==> config.mk <==
export PLATFORM = sky130hd
export DESIGN_NAME = axis_fifo
export DESIGN_NICKNAME = d
export VERILOG_FILES = /design/src/rtl/axis_pkg.sv /design/src/rtl/axis_fifo_mem.sv /design/src/rtl/axis_fifo.sv
export SDC_FILE = /design/constraint.sdc
export NUM_CORES = 1
export LEC_CHECK = 0
export BUFFER_PORTS_ARGS = -buffer_cell sky130_fd_sc_hd__buf_2
export CORE_MARGIN = 5
export CORE_UTILIZATION = 53
export CTS_CLUSTER_SIZE = 10
export DETAILED_ROUTE_END_ITERATION = 16
export GPL_TIMING_DRIVEN = 0
export PLACE_DENSITY_LB_ADDON = 0.2
export SKIP_CTS_REPAIR_TIMING = 1
export SKIP_LAST_GASP = 1
export SLEW_MARGIN = 10
export SYNTH_ARGS = -nofsm -noshare
export SYNTH_HDL_FRONTEND = slang
export SYNTH_SLANG_ARGS = --single-unit
==> constraint.sdc <==
create_clock -name clock -period 5.6 [get_ports clock]
set_input_delay 0.56 -clock clock [delete_from_list [all_inputs] [get_ports clock]]
set_output_delay 0.56 -clock clock [all_outputs]
set_load 0.01 [all_outputs]
==> src/rtl/axis_pkg.sv <==
// Shared AXI-stream definitions: keep-width helper and the reference beat layout.
package axis_pkg;

    // Number of tkeep bits for a given tdata width (one per byte lane).
    function automatic int keep_width(input int data_width);
        return data_width / 8;
    endfunction

    localparam int AXIS_DATA_WIDTH = 32;
    localparam int AXIS_USER_WIDTH = 1;
    localparam int AXIS_KEEP_WIDTH = keep_width(AXIS_DATA_WIDTH);

    // Beat layout for the default configuration; modules rebuild the same
    // field order from their own parameters.
    typedef struct packed {
        logic [AXIS_DATA_WIDTH-1:0] data;
        logic [AXIS_KEEP_WIDTH-1:0] keep;
        logic [AXIS_USER_WIDTH-1:0] user;
        logic                       last;
    } axis_beat_t;

endpackage

==> src/rtl/axis_fifo_mem.sv <==
// Beat storage for axis_fifo: register array, one write port, asynchronous read.
module axis_fifo_mem #(
    parameter int WIDTH = 38,
    parameter int DEPTH = 16
) (
    input  logic                     clock,
    input  logic                     we,
    input  logic [$clog2(DEPTH)-1:0] wr_addr,
    input  logic [WIDTH-1:0]         wr_data,
    input  logic [$clog2(DEPTH)-1:0] rd_addr,
    output logic [WIDTH-1:0]         rd_data
);

    logic [WIDTH-1:0] mem [DEPTH];

    // Storage is deliberately not reset; the pointers define what is valid.
    always_ff @(posedge clock) begin
        if (we) begin
            mem[wr_addr] <= wr_data;
        end
    end

    assign rd_data = mem[rd_addr];

endmodule

==> src/rtl/axis_fifo.sv <==
// AXI-stream FIFO with first-word-fall-through output and optional
// store-and-forward packet mode that releases data only on complete packets.
module axis_fifo
    import axis_pkg::*;
#(
    parameter int DATA_WIDTH  = 32,
    parameter int USER_WIDTH  = 1,
    parameter int DEPTH       = 16,
    parameter int PACKET_MODE = 0
) (
    input  logic                              clock,
    input  logic                              reset,
    input  logic [DATA_WIDTH-1:0]             s_tdata,
    input  logic [keep_width(DATA_WIDTH)-1:0] s_tkeep,
    input  logic [USER_WIDTH-1:0]             s_tuser,
    input  logic                              s_tlast,
    input  logic                              s_tvalid,
    output logic                              s_tready,
    output logic [DATA_WIDTH-1:0]             m_tdata,
    output logic [keep_width(DATA_WIDTH)-1:0] m_tkeep,
    output logic [USER_WIDTH-1:0]             m_tuser,
    output logic                              m_tlast,
    output logic                              m_tvalid,
    input  logic                              m_tready,
    output logic [$clog2(DEPTH):0]            level,
    output logic [$clog2(DEPTH):0]            pkt_count
);

    localparam int KEEP_WIDTH = keep_width(DATA_WIDTH);
    localparam int ADDR_WIDTH = $clog2(DEPTH);
    localparam int PTR_WIDTH  = ADDR_WIDTH + 1;

    typedef struct packed {
        logic [DATA_WIDTH-1:0] data;
        logic [KEEP_WIDTH-1:0] keep;
        logic [USER_WIDTH-1:0] user;
        logic                  last;
    } beat_t;

    localparam int BEAT_WIDTH = $bits(beat_t);

    generate
        if (DATA_WIDTH % 8 != 0 || DATA_WIDTH < 8) begin : g_bad_data_width
            $error("axis_fifo: DATA_WIDTH must be a multiple of 8 and at least 8");
        end
        if (DEPTH < 2 || (DEPTH & (DEPTH - 1)) != 0) begin : g_bad_depth
            $error("axis_fifo: DEPTH must be a power of two and at least 2");
        end
    endgenerate

    logic [PTR_WIDTH-1:0] wr_ptr;
    logic [PTR_WIDTH-1:0] rd_ptr;
    logic [PTR_WIDTH-1:0] wr_ptr_next;
    logic [PTR_WIDTH-1:0] rd_ptr_next;
    logic                 push;
    logic                 pop;
    logic                 empty;
    logic                 full;
    logic                 full_next;
    logic                 flush;
    beat_t                wr_beat;
    beat_t                rd_beat;

    assign push  = s_tvalid && s_tready;
    assign pop   = m_tvalid && m_tready;
    assign empty = (wr_ptr == rd_ptr);
    assign full  = (wr_ptr[ADDR_WIDTH-1:0] == rd_ptr[ADDR_WIDTH-1:0]) &&
                   (wr_ptr[ADDR_WIDTH] != rd_ptr[ADDR_WIDTH]);

    assign wr_ptr_next = wr_ptr + {{ADDR_WIDTH{1'b0}}, push};
    assign rd_ptr_next = rd_ptr + {{ADDR_WIDTH{1'b0}}, pop};
    // Ready is registered from next-state fullness, so a pop while full only
    // reopens the input on the following cycle and m_tready never reaches s_tready.
    assign full_next = (wr_ptr_next[ADDR_WIDTH-1:0] == rd_ptr_next[ADDR_WIDTH-1:0]) &&
                       (wr_ptr_next[ADDR_WIDTH] != rd_ptr_next[ADDR_WIDTH]);

    assign level = wr_ptr - rd_ptr;

    // In packet mode, hold output until a whole packet is stored, unless the
    // FIFO filled without one (oversize packet), in which case cut through.
    assign m_tvalid = !empty && ((PACKET_MODE == 0) || (pkt_count != '0) || flush);

    assign wr_beat = '{data: s_tdata, keep: s_tkeep, user: s_tuser, last: s_tlast};
    assign m_tdata = rd_beat.data;
    assign m_tkeep = rd_beat.keep;
    assign m_tuser = rd_beat.user;
    assign m_tlast = rd_beat.last;

    axis_fifo_mem #(
        .WIDTH (BEAT_WIDTH),
        .DEPTH (DEPTH)
    ) u_mem (
        .clock   (clock),
        .we      (push),
        .wr_addr (wr_ptr[ADDR_WIDTH-1:0]),
        .wr_data (wr_beat),
        .rd_addr (rd_ptr[ADDR_WIDTH-1:0]),
        .rd_data (rd_beat)
    );

    // Advance pointers on push/pop and register the input-side ready.
    always_ff @(posedge clock or negedge reset) begin
        if (!reset) begin
            wr_ptr   <= '0;
            rd_ptr   <= '0;
            s_tready <= 1'b0;
        end else begin
            wr_ptr   <= wr_ptr_next;
            rd_ptr   <= rd_ptr_next;
            s_tready <= !full_next;
        end
    end

    // Count tlast beats currently held; simultaneous in and out cancel.
    always_ff @(posedge clock or negedge reset) begin
        if (!reset) begin
            pkt_count <= '0;
        end else begin
            case ({push && s_tlast, pop && m_tlast})
                2'b10:   pkt_count <= pkt_count + 1'b1;
                2'b01:   pkt_count <= pkt_count - 1'b1;
                default: pkt_count <= pkt_count;
            endcase
        end
    end

    // Flush opens the output for an oversize packet and closes at its tlast.
    always_ff @(posedge clock or negedge reset) begin
        if (!reset) begin
            flush <= 1'b0;
        end else if (pop && m_tlast) begin
            flush <= 1'b0;
        end else if (full && (pkt_count == '0)) begin
            flush <= 1'b1;
        end
    end

endmodule

== Word level (Yosys, flattened, before mapping) ==
Memories as Yosys holds them, arrays and structs flattened.
Cells that the tools add are included.
Operators by class
  reduce and logical (&&, ||, !) cells: 8
  muxes and demuxes: 3
  add/subtract/negate cells: 5
  equality and inequality tests: 5
Operators with widths (number)
  $add A5 B1 Y5: 2
  $pmux W5 S2: 1
  $add A5 B1 Y5 const B: 1
  $eq A5 B5 Y1: 1
  $logic_and A1 B1 Y1: 5
  $sub A5 B1 Y5 const B: 1
  $sub A5 B5 Y5: 1
  $eq A4 B4 Y1: 1
  $eq A2 B1 Y1 const B: 1
  $eq A2 B2 Y1 const B: 1
  $logic_not A1 Y1: 2
  $mux W1: 2
  $reduce_bool A2 Y1: 1
  $ne A1 B1 Y1: 1
Word-level totals
  register bits: 16
  output and inout port bits: 50
  memories: 1
  memory bits (writable): 608
Memories
  u_mem.mem: words 16, width 38, read ports 1, clocked after Yosys merged registers in 0, wr ports 1, RTL line axis_fifo_mem.sv:14  | logic [WIDTH-1:0] mem [DEPTH];

== Depth between registers and ports, before layout ==
Gate-level depths: netlist of the first run.
  depth after elaboration: 7
  gate-level depth with buffers: 17

== Cells and area by module ==
From an unflattened synthesis of the first run, not the netlist that was laid out.
Second synthesis, totals
  cells, all modules: 1051
  area, all modules: 23856.6 um^2
By module, submodules not included
  axis_fifo_mem: area an instance 22809.4 um^2, cells each 951, times used 1
  axis_fifo: area an instance 1047.3 um^2, cells each 100, times used 1

== Worst setup path after synthesis of the first run ==
Ideal clock, no wire load.
  kind: input port to flip-flop
  start point: input port s_tvalid
  end point: memory u_mem.mem[0][0], enable pin
  stages: 3
  buffers on the path: 0
  path slack: 1.517 ns
  data arrival time: 3.603 ns
  data required time: 5.120 ns
  cell sequence: nand2_1 or3_1 nor3_1
On the way
  longest elaborated chain between the ends: 3
RTL lines
  start: declaration: RTL line axis_fifo.sv:17  | input logic s_tvalid,
  $logic_and A1 B1 Y1: RTL line axis_fifo.sv:64  | assign push = s_tvalid && s_tready;
  $mux W1: RTL line axis_fifo_mem.sv:18  | if (we) begin
  $mux W1 (implied by the code): RTL line axis_fifo_mem.sv:19  | mem[wr_addr] <= wr_data;
  end: declaration: RTL line axis_fifo_mem.sv:14
Every way passes these cells.

== Final worst setup path of the first run ==
  start point: register rd_ptr[1]
  end point: output port m_tdata[9]
On the way
  longest elaborated chain between the ends: 1
RTL lines
  start: declaration: RTL line axis_fifo.sv:52  | logic [PTR_WIDTH-1:0] rd_ptr;
  start signal: assignment: RTL line axis_fifo.sv:109  | rd_ptr <= rd_ptr_next;
  $mem_v2 Z16 W38
  end: declaration: RTL line axis_fifo.sv:19  | output logic [DATA_WIDTH-1:0] m_tdata,
Every way passes these cells.

==> results of run 1 <==
## cells by family after synthesis
logic type	count (synthesis)	share of synthesized area, %
muxes	188	17.7
AOI/OAI and AO/OA	17	0.440
xor gates and xnor gates	19	0.697
adders and majority gates	14	0.797
DFF	624	78.1
and+or+nand+nor	49	0.943
buffers and inverters	61	1.29
## power breakdown
group | total, W | switching (W) | internal (W)
clock | 0.00405 | 0.00166 | 0.00239
combinational | 0.00481 | 0.00258 | 0.00224
sequential | 0.00582 | 0.000148 | 0.00567
## worst max-delay path by stage
stage / start / end / slack [ps] / cells after the start
after CTS: rd_ptr[1] / m_tdata[9] / 1370 / 6
after global routing: rd_ptr[3] / pkt_count[4] / 1030 / 16
final: rd_ptr[1] / m_tdata[9] / 1410 / 6
after floorplan: s_tvalid / u_mem.mem[0][0] / 1520 / 3
after global placement: s_tvalid / u_mem.mem[0][21] / -2140 / 4
after detailed placement: rd_ptr[3] / pkt_count[4] / 1420 / 16
## through the flow
step	instance area [um^2]	setup slack [ps]	instances
2_1_floorplan	23900	1520	972
3_3_place_gp	25100	-2140	1655
3_5_place_dp	26000	1420	1701
4_1_cts	27900	1370	1787
5_1_grt	27900	1030	1788
6_report	27900	1410	1789
## state kept, by name (all words and copies together), names as in the netlist
name	count
wr_ptr	5
u_mem.mem	608
rd_ptr	5
pkt_count	5
s_tready	1
## synthesized netlist by cell type
master                        n  area (um^2)
sky130_fd_sc_hd__a21oi_1      5         25.0
sky130_fd_sc_hd__nor3_1       4         20.0
sky130_fd_sc_hd__and2_1       2         12.5
sky130_fd_sc_hd__nand3_1     10         50.1
sky130_fd_sc_hd__o21ai_1      2         10.0
sky130_fd_sc_hd__nand3b_1     1         7.51
sky130_fd_sc_hd__fa_1         2         40.0
sky130_fd_sc_hd__xnor2_1     12          105
sky130_fd_sc_hd__or3_1        1         6.26
sky130_fd_sc_hd__ha_1        12          150
sky130_fd_sc_hd__xor2_1       7         61.3
sky130_fd_sc_hd__nand2_1     10         37.5
sky130_fd_sc_hd__nor2_1      17         63.8
sky130_fd_sc_hd__nor2b_1      2         12.5
sky130_fd_sc_hd__dfrtp_1     16          400
sky130_fd_sc_hd__o21ai_0      3         15.0
sky130_fd_sc_hd__a2111oi_0    1         8.76
sky130_fd_sc_hd__clkbuf_1    23         86.3
sky130_fd_sc_hd__buf_6        8         90.1
sky130_fd_sc_hd__a21o_1       3         22.5
sky130_fd_sc_hd__buf_2       16         80.1
sky130_fd_sc_hd__nand4_1      1         6.26
sky130_fd_sc_hd__or3b_1       1         8.76
sky130_fd_sc_hd__mux4_2     187         4210
sky130_fd_sc_hd__edfxtp_1   608        18300
sky130_fd_sc_hd__a311oi_1     1         8.76
sky130_fd_sc_hd__inv_1       14         52.6
sky130_fd_sc_hd__mux2i_1      1         10.0
sky130_fd_sc_hd__a22oi_1      2         15.0
## metal layers
| metal | wire length [um] | GRT usage, % | part of all wire [%] | vias to the layer above |
|---|---|---|---|---|
| li1 | - | - | - | 4561 |
| met1 | 21200 | 30.1 | 40 | 5928 |
| met3 | 3150 | 3.91 | 5.9 | 72 |
| met2 | 28200 | 37.9 | 53 | 389 |
| met4 | 814 | 5.03 | 1.5 | 4 |
| met5 | 27 | 0 | 0.051 | - |
## worst register-to-register path, cell delays in order (launching register included)
cell and delay, ps:
sky130_fd_sc_hd__dfrtp_1 350, sky130_fd_sc_hd__clkbuf_1 210, sky130_fd_sc_hd__inv_1 230, sky130_fd_sc_hd__buf_2 400, sky130_fd_sc_hd__buf_2 530, sky130_fd_sc_hd__ha_1 360
sky130_fd_sc_hd__nand3_1 120, sky130_fd_sc_hd__and2_1 190, sky130_fd_sc_hd__and2_1 140, sky130_fd_sc_hd__ha_1 220, sky130_fd_sc_hd__inv_1 110, sky130_fd_sc_hd__fa_1 410
sky130_fd_sc_hd__nor2b_1 140, sky130_fd_sc_hd__o21ai_1 80, sky130_fd_sc_hd__nand3_1 80, sky130_fd_sc_hd__or3b_1 360, sky130_fd_sc_hd__xnor2_1 130
## placed cells by master, fill, tap and decap left out, types with 14 or more instances in the layout
cell / n
sky130_fd_sc_hd__buf_4: 15
sky130_fd_sc_hd__inv_1: 14
sky130_fd_sc_hd__clkbuf_16: 76
sky130_fd_sc_hd__edfxtp_1: 608
sky130_fd_sc_hd__buf_2: 107
sky130_fd_sc_hd__buf_16: 15
sky130_fd_sc_hd__mux4_2: 187
sky130_fd_sc_hd__buf_6: 15
sky130_fd_sc_hd__dfrtp_1: 16
sky130_fd_sc_hd__clkbuf_1: 28
## final cells by class
cell class / count / area [um^2] / share of cell area [%]
clock buffers: 82 / 1920 / 6.89
plain buffers: 47 / 258 / 0.923
diodes: 1 / 2.50 / 0.00896
multi-input cells: 287 / 5020 / 18.0
well taps: 592 / 741 / 2.65
clock inverters: 4 / 32.5 / 0.116
flip-flops and latches: 624 / 18700 / 66.8
repair buffers: 138 / 1250 / 4.47
inverters: 14 / 52.6 / 0.188
==> impl_summary.txt, run 1 <==
----------------------------------------------------
[Worst setup path]
  Capturing point of the worst reg2reg path ... pkt_count[4]
  CP required ... 5040 ps
  CP Cell Sequence ... buf_2 -> buf_2 -> clkbuf_1 -> mux4_2 -> mux4_2 -> buf_2
  Max incr delay on CP ... 770 ps
  Worst reg2reg path depth ... 16
  Library cell contributing the largest single delay on the critical path ... sky130_fd_sc_hd__clkbuf_1
  Max FO, Critical Path ... 10
  Crit path launch type ... flop
  Worst R2R Setup Slack ... 1450 ps
  Type of the worst setup path ... flop to output port
  Most frequent cell on the critical path ... sky130_fd_sc_hd__buf_2
  Nature of the critical path endpoint ... output port
  Worst Path Arrival ... 3630 ps
  Total buffers and inverters traversed by the critical path ... 4
  Critical R2R Launch ... rd_ptr[3]
  Family with the most delay on the worst path ... buffers and inverters

[Min path]
  Hold worst-path end ... u_mem.mem[1][27]
  Hold path start ... s_tdata[21]
  Worst hold path type ... input pin to flop
  Hold path cells ... 1

[STA]
  Total Neg Setup Slack ... 0 ps
  Period utilization ... 74.8%
  Measured slew at the worst slew-check pin ... 1120 ps
  Min Tclk post-route ... 4190 ps
  Max Fclk ... 239 MHz
  Tightest slew margin relative to the limit ... 25.3%
  Unrepaired setup endpoints after global routing ... no
  Setup clock skew after layout ... 19.3 ps
  Final Max Tran Viols ... 0
  Number of hold violations in the final report ... 0
  Total setup violations reported at the end of the flow ... 0
  Worst Hold Slack ... 355 ps

[Layout]
  Area growth from synthesis to layout ... 17.0%
  Number of nets in the layout ... 1240
  Post-layout utilization of the core ... 62.9%
  Fraction of layout instances using a drive strength above 1 ... 37.0%
  # fillers ... 2903

[Die]
  Die W ... 222 um
  Core area ... 44400 um^2
  Num rows ... 77
  Effective utilization at floorplan ... 53.8%
  Number of top-level pins ... 92
  Area of the die ... 49400 um^2
  Overall die height ... 222 um

[Synthesis]
  Number of warnings issued by yosys ... 0
  Post-synthesis sequential area ratio ... 78.1%
  Flip-flop and latch count after synthesis ... 624
  Net count of the mapped netlist ... 1028
  Cells after synthesis ... 972
  Cell variety after synth ... 29
  Area of the mapped netlist ... 23900 um^2
  Mean instance size in the synthesized netlist ... 24.6 um^2

[Global routing]
  Wire length of the first global-routing pass ... 79100 um
  Residual overflow from global routing ... 0
  GRT Overall Usage ... 22.0%
  Initial antenna violation count ... 3
  Via count of the first global-routing pass ... 11653
  Maximum number of pins on one net before global-route repair ... 19

[Drt]
  Final Routed Wirelength ... 53400 um
  Residual antenna-violating net count after detailed routing ... 0
  Average wire per standard cell ... 29.8 um
  TritonRoute pass-1 iters ... 5
  Number of DRC violations after detailed routing ... 0
  Via count ... 10954
  Iteration-0 DRC count of the detailed router ... 1207
  Vias per cell ... 6.12

[Clocking]
  Reg clk slew, reported paths ... 60 ps
  Number of clock sinks ... 624
  CTS H-tree lvls ... 3
  Clock buffer count from CTS ... 72
  Clock latency of the later-clocked register in the worst-skew pair ... 580 ps
  CTS tree ... built
  Bufs on Longest Clock Path ... 3
  Buffer cell driving the clock tree root ... sky130_fd_sc_hd__clkbuf_16

[Power and ir drop]
  IR drop worst, VDD ... 0.280 mV
  Power density cells ... 526 nW/um^2
  Tot Pwr ... 0.0147 W
  Lkg Pwr ... 9.07 nW

[Run status]
  Run status ... complete, no violations

[Place]
  # port buffers ... 91
  Gp weighted congestion ... 0.750
  Post-DP HPWL ... 34000 um

[Run]
  Number of max-capacitance violations reported ... 0

----------------------------------------------------
(Power assumes the default switching activity.)
==> inputs of run 2 (changes only) <==
clock period = 3.4 ns   (was 5.6 ns; I/O delays follow)
==> run 2 against run 1 <==
  * Sequential power grew 65%
  * Final area grew 0.57%
  * Global-route usage shrank 0.22 points
  * Routed wire length grew 0.23%
  * Die area is the same
  * Critical path type unchanged
  * Largest cell class unchanged
==> impl_summary.txt, run 2 (synthesis results as in run 1) <==
----------------------------------------------------
[Power and ir drop]
  Power density cells ... 872 nW/um^2 (+66%)
  Lkg Pwr ... 9.12 nW (+0.59%)
  IR drop worst, VDD ... 0.450 mV (+60%)
  Tot Pwr ... 0.0245 W (+67%)

[Clocking]
  Reg clk slew, reported paths ... 50 ps (about the same)
  CTS tree ... built
  Number of clock sinks ... 624 (unchanged)
  Clock buffer count from CTS ... 73 (+1.4%)
  Buffer cell driving the clock tree root ... sky130_fd_sc_hd__clkbuf_16
  Clock latency of the later-clocked register in the worst-skew pair ... 580 ps (about the same)
  CTS H-tree lvls ... 3 (unchanged)
  Bufs on Longest Clock Path ... 3 (unchanged)

[Run status]
  Run status ... complete, no violations

[Min path]
  Worst hold path type ... input pin to flop

[Drt]
  Final Routed Wirelength ... 53500 um (+0.23%)
  Number of DRC violations after detailed routing ... 0 (unchanged)
  Vias per cell ... 6.15 (+0.37%)
  Average wire per standard cell ... 30.0 um (+0.51%)
  Via count ... 10964 (+0.091%)
  Iteration-0 DRC count of the detailed router ... 1102 (-8.7%)
  TritonRoute pass-1 iters ... 5 (unchanged)
  Residual antenna-violating net count after detailed routing ... 0 (unchanged)

[Layout]
  Fraction of layout instances using a drive strength above 1 ... 37.9% (+0.83 points)
  Number of nets in the layout ... 1235 (-0.40%)
  Final design area excluding fillers ... 28100 um^2 (+0.57%)
  Most common cell after layout, fill and taps aside ... sky130_fd_sc_hd__edfxtp_1
  # fillers ... 2967 (+2.2%)
  Max reg flops ... 608 (unchanged)
  Non-filler instance count after layout ... 1784 (-0.28%)
  Area growth from synthesis to layout ... 17.7%
  Most used cells in the layout excluding fill and tap cells ... sky130_fd_sc_hd__edfxtp_1, sky130_fd_sc_hd__mux4_2, sky130_fd_sc_hd__buf_2, sky130_fd_sc_hd__clkbuf_16, sky130_fd_sc_hd__clkbuf_1
  Largest register by flop count ... u_mem.mem

[STA]
  Unrepaired setup endpoints after global routing ... yes
  Number of hold violations in the final report ... 0 (unchanged)
  Period utilization ... 99.8%
  Total setup violations reported at the end of the flow ... 0 (unchanged)
  PnR worst setup slack ... 5.16 ps (-1410 ps)
  Tightest slew margin relative to the limit ... 23.7% (-1.6 points)
  Max Fclk ... 295 MHz
  Min Tclk post-route ... 3390 ps
  Final Max Tran Viols ... 0 (unchanged)
  Total Neg Setup Slack ... 0 ps (unchanged)
  Measured slew at the worst slew-check pin ... 1140 ps (+24.1 ps)
  Setup clock skew after layout ... 14.5 ps (-4.86 ps)

[Global routing]
  Via count of the first global-routing pass ... 11518 (-1.2%)
  Initial antenna violation count ... 3 (unchanged)
  GRT Overall Usage ... 21.8% (-0.22 points)
  Wire length of the first global-routing pass ... 78200 um (-1.1%)
  Residual overflow from global routing ... 0 (unchanged)
  Maximum number of pins on one net before global-route repair ... 21 (+2)

[Place]
  Worst slack after detailed placement ... -716 ps (-2140 ps)
  Gp weighted congestion ... 0.740 (-1.3%)
  Post-DP HPWL ... 32800 um (-3.7%)
  Cell count after placement ... 1689 (-0.71%)
  # port buffers ... 91 (unchanged)
  Total cell area at the placement stage ... 25900 um^2 (-0.11%)

[Worst setup path]
  Max FO, Critical Path ... 10 (unchanged)
  Worst Path Arrival ... 3050 ps (-580 ps)
  CP required ... 3060 ps (-1980 ps)
  Type of the worst setup path ... flop to output port
  Crit path launch type ... flop
  Nature of the critical path endpoint ... output port

[Die]
  Core area ... 44400 um^2 (unchanged)
  Num rows ... 77 (unchanged)
  Number of top-level pins ... 92 (unchanged)
  Effective utilization at floorplan ... 53.8% (unchanged)
  Area of the die ... 49400 um^2 (unchanged)
  Die W ... 222 um (unchanged)
  Overall die height ... 222 um (unchanged)

[Run]
  Number of max-capacitance violations reported ... 0 (unchanged)

----------------------------------------------------
## run 2: worst max-delay path, stage by stage, from the launching register on
cell and delay [ps]:
sky130_fd_sc_hd__dfrtp_1 400, sky130_fd_sc_hd__buf_6 180, sky130_fd_sc_hd__clkbuf_1 730, sky130_fd_sc_hd__mux4_2 440, sky130_fd_sc_hd__mux4_2 540, sky130_fd_sc_hd__buf_2 170
## run 2: worst paths after layout
check	startpoint	endpoint	slack, ps	cells after the start
min in group asynchronous	reset	pkt_count[2]	240	2
max in group asynchronous	reset	rd_ptr[3]	2870	2
min reg2reg	pkt_count[4]	pkt_count[4]	460	1
max reg2reg	rd_ptr[1]	pkt_count[4]	30	13
min	s_tdata[6]	u_mem.mem[1][12]	140	1
max	rd_ptr[1]	m_tdata[20]	5	5
## run 2: metal layers
metal	global-route usage (%)	wire (um)	up-vias
met5	0	25	-
met4	4.89	805	4
met3	4.32	3720	63
met2	37.0	27900	421
met1	30.1	21000	5916
li1	-	-	4560
## run 2: cell type report
type / instances / area, um^2 / share of cell area [%]
sequential: 624 / 18700 / 66.4
multi-input combinational: 287 / 5050 / 18.0
clock buffer: 83 / 1970 / 7.01
timing repair buffer: 133 / 1250 / 4.45
tap: 592 / 741 / 2.64
buffer: 46 / 339 / 1.21
inverter: 14 / 55.1 / 0.196
clock inverter: 4 / 32.5 / 0.116
antenna: 1 / 2.50 / 0.00891
## run 2: where the power goes
| group | internal [W] | switching [W] | leakage (nW) | total, W |
|---|---|---|---|---|
| Sequential | 0.00934 | 0.000261 | 5.68 | 0.00960 |
| Combinational | 0.00384 | 0.00426 | 2.46 | 0.00810 |
| Clock | 0.00404 | 0.00275 | 0.982 | 0.00679 |
## run 2: per-stage QoR
step	utilization [%]	hold WS, ps
floorplan	-	44.4
global placement	56.5	281
detailed placement	58.4	276
CTS	62.9	-338
global route	63.3	127
finish	63.3	138
==> inputs of run 3 (changes only) <==
CORE_ASPECT_RATIO = 1.4   (was default)
CORE_UTILIZATION = 25   (was 53)
CTS_CLUSTER_DIAMETER = 40   (was default)
==> run 3 against run 2 <==
  * Register-to-register slack better by 130 ps
  * Maximum frequency up 2.7%
  * Core utilization down 32 points
  * Final cell count up 38%
  * Highest routed layer unchanged
  * Combinational power up 10%
  * Largest power group unchanged
  * Critical path depth up 2
==> impl_summary.txt, run 3 (synthesis results as in run 1) <==
----------------------------------------------------
[Die]
  Die W ... 271 um (+22%)
  Overall die height ... 376 um (+69%)
  Effective utilization at floorplan ... 25.1% (-29 points)
  Num rows ... 134 (+74%)
  Core area ... 95100 um^2 (+110%)
  Area of the die ... 102000 um^2 (+110%)
  Number of top-level pins ... 92 (unchanged)

[Power and ir drop]
  Power density cells ... 874 nW/um^2 (+0.24%)
  IR drop worst, VDD ... 0.360 mV (-20%)
  Lkg Pwr ... 9.42 nW (+3.3%)

[Min path]
  Worst hold path type ... input pin to flop

[Worst setup path]
  Type of the worst setup path ... flop to output port
  Max incr delay on CP ... 570 ps (-160 ps)
  Max FO, Critical Path ... 10 (unchanged)
  CP Cell Sequence ... buf_12 -> buf_16 -> buf_6 -> buf_12 -> mux4_2 -> mux4_2 -> buf_2
  Library cell contributing the largest single delay on the critical path ... sky130_fd_sc_hd__mux4_2
  Worst Path Arrival ... 2970 ps (-80 ps)
  Nature of the critical path endpoint ... output port
  CP required ... 3060 ps (about the same)
  Crit path launch type ... flop

[Global routing]
  Residual overflow from global routing ... 0 (unchanged)
  Maximum number of pins on one net before global-route repair ... 19 (-9.5%)
  Wire length of the first global-routing pass ... 90800 um (+16%)
  Initial antenna violation count ... 10 (+7)
  GRT Overall Usage ... 12.5% (-9.3 points)
  Via count of the first global-routing pass ... 12058 (+4.7%)

[STA]
  Period utilization ... 97.2% (-2.6 points)
  Final Max Tran Viols ... 0 (unchanged)
  Max Fclk ... 303 MHz (+2.7%)
  Total setup violations reported at the end of the flow ... 0 (unchanged)
  Min Tclk post-route ... 3310 ps (-89.3 ps)
  Unrepaired setup endpoints after global routing ... yes
  Number of hold violations in the final report ... 0 (unchanged)
  Setup clock skew after layout ... 9.99 ps (-4.49 ps)
  Tightest slew margin relative to the limit ... 28.0% (+4.3 points)
  Total Neg Setup Slack ... 0 ps (unchanged)
  Worst Hold Slack ... 98.5 ps (-39.9 ps)
  Measured slew at the worst slew-check pin ... 1080 ps (-64.8 ps)

[Run]
  Number of max-capacitance violations reported ... 0 (unchanged)

[Drt]
  Iteration-0 DRC count of the detailed router ... 688 (-38%)
  Vias per cell ... 4.46 (-27%)
  Via count ... 10968 (+0.036%)
  TritonRoute pass-1 iters ... 5 (unchanged)
  Average wire per standard cell ... 25.9 um (-13%)
  Number of DRC violations after detailed routing ... 0 (unchanged)
  Final Routed Wirelength ... 63800 um (+19%)
  Residual antenna-violating net count after detailed routing ... 0 (unchanged)

[Place]
  Post-DP HPWL ... 40800 um (+25%)
  Gp weighted congestion ... 0.684 (-7.6%)
  Total cell area at the placement stage ... 26900 um^2 (+3.8%)
  Cell count after placement ... 2328 (+38%)
  # port buffers ... 91 (unchanged)

[Clocking]
  Number of clock sinks ... 624 (unchanged)
  Reg clk slew, reported paths ... 60 ps (about the same)
  Clock buffer count from CTS ... 77 (+5.5%)
  Clock latency of the later-clocked register in the worst-skew pair ... 620 ps (+40 ps)
  Bufs on Longest Clock Path ... 3 (unchanged)
  CTS tree ... built
  CTS H-tree lvls ... 3 (unchanged)
  Buffer cell driving the clock tree root ... sky130_fd_sc_hd__clkbuf_16

[Layout]
  Area growth from synthesis to layout ... 23.7%
  Fraction of layout instances using a drive strength above 1 ... 40.6% (+2.7 points)
  Most common cell after layout, fill and taps aside ... sky130_fd_sc_hd__edfxtp_1
  Non-filler instance count after layout ... 2460 (+38%)
  Most used cells in the layout excluding fill and tap cells ... sky130_fd_sc_hd__edfxtp_1, sky130_fd_sc_hd__mux4_2, sky130_fd_sc_hd__buf_2, sky130_fd_sc_hd__clkbuf_16, sky130_fd_sc_hd__buf_12
  # fillers ... 8969 (+200%)
  Final design area excluding fillers ... 29500 um^2 (+5.1%)
  Number of nets in the layout ... 1259 (+1.9%)
  Max reg flops ... 608 (unchanged)
  Largest register by flop count ... u_mem.mem

[Run status]
  Run status ... complete, no violations

----------------------------------------------------
[run 3: cell types whose count changed in the layout (fill, tap and decap cells not counted), sizes merged]
cell / previous run / this run
buf: 156 / 168
diode: 1 / 7
clkbuf: 105 / 120
inv: 15 / 18
bufinv: 0 / 1
clkinv: 3 / 8
clkinvlp: 0 / 2
[run 3: power breakdown]
part	internal, W	switching, W	total [W]
combinational	0.00418	0.00474	0.00892
clock	0.00429	0.00301	0.00730
sequential	0.00934	0.000250	0.00959
[run 3: final timing paths]
| check | slack, ps | start | depth (start not counted) | to |
|---|---|---|---|---|
| worst min-delay path | 100 | s_tdata[27] | 1 | u_mem.mem[5][33] |
| max in group asynchronous | 2910 | reset | 2 | rd_ptr[1] |
| min in group asynchronous | 190 | reset | 2 | pkt_count[2] |
| worst min register to register | 470 | pkt_count[4] | 1 | pkt_count[4] |
| worst max-delay path | 90 | rd_ptr[0] | 7 | m_tdata[19] |
| worst max register to register | 160 | rd_ptr[0] | 15 | pkt_count[4] |
[run 3: area by class of cell]
type	instances	area (um^2)	share of cell area, %
antenna	7	17.5	0.0593
buffer	45	452	1.53
clock buffer	90	2040	6.91
clock inverter	15	136	0.462
inverter	14	52.6	0.178
multi-input combinational	287	5080	17.2
sequential	624	18700	63.2
tap	1224	1530	5.19
timing repair buffer	154	1570	5.31
[run 3: stage by stage]
step	power, W	worst slack [ps]	utilization [%]
finish	0.0258	94.5	31.1
global route	0.0271	-59.9	31.1
CTS	0.0259	-755	30.6
detailed placement	0.0185	-621	28.3
global placement	0.0181	-2440	27.2
floorplan	0.0148	86.2	-
[run 3: worst max-delay path: cells and delay by family (launching register included)]
kind / cells / cell delay (ps)
mux: 2 / 1080
flops: 1 / 410
buf+inv: 5 / 840
[run 3: per-layer routing]
| layer | vias to the layer above | GRT usage, % | wire, um |
|---|---|---|---|
| met5 | - | 0 | 13 |
| met4 | 2 | 3.42 | 1080 |
| met3 | 71 | 2.53 | 2800 |
| met2 | 234 | 21.9 | 33000 |
| met1 | 6021 | 15.8 | 26900 |
| li1 | 4640 | - | - |
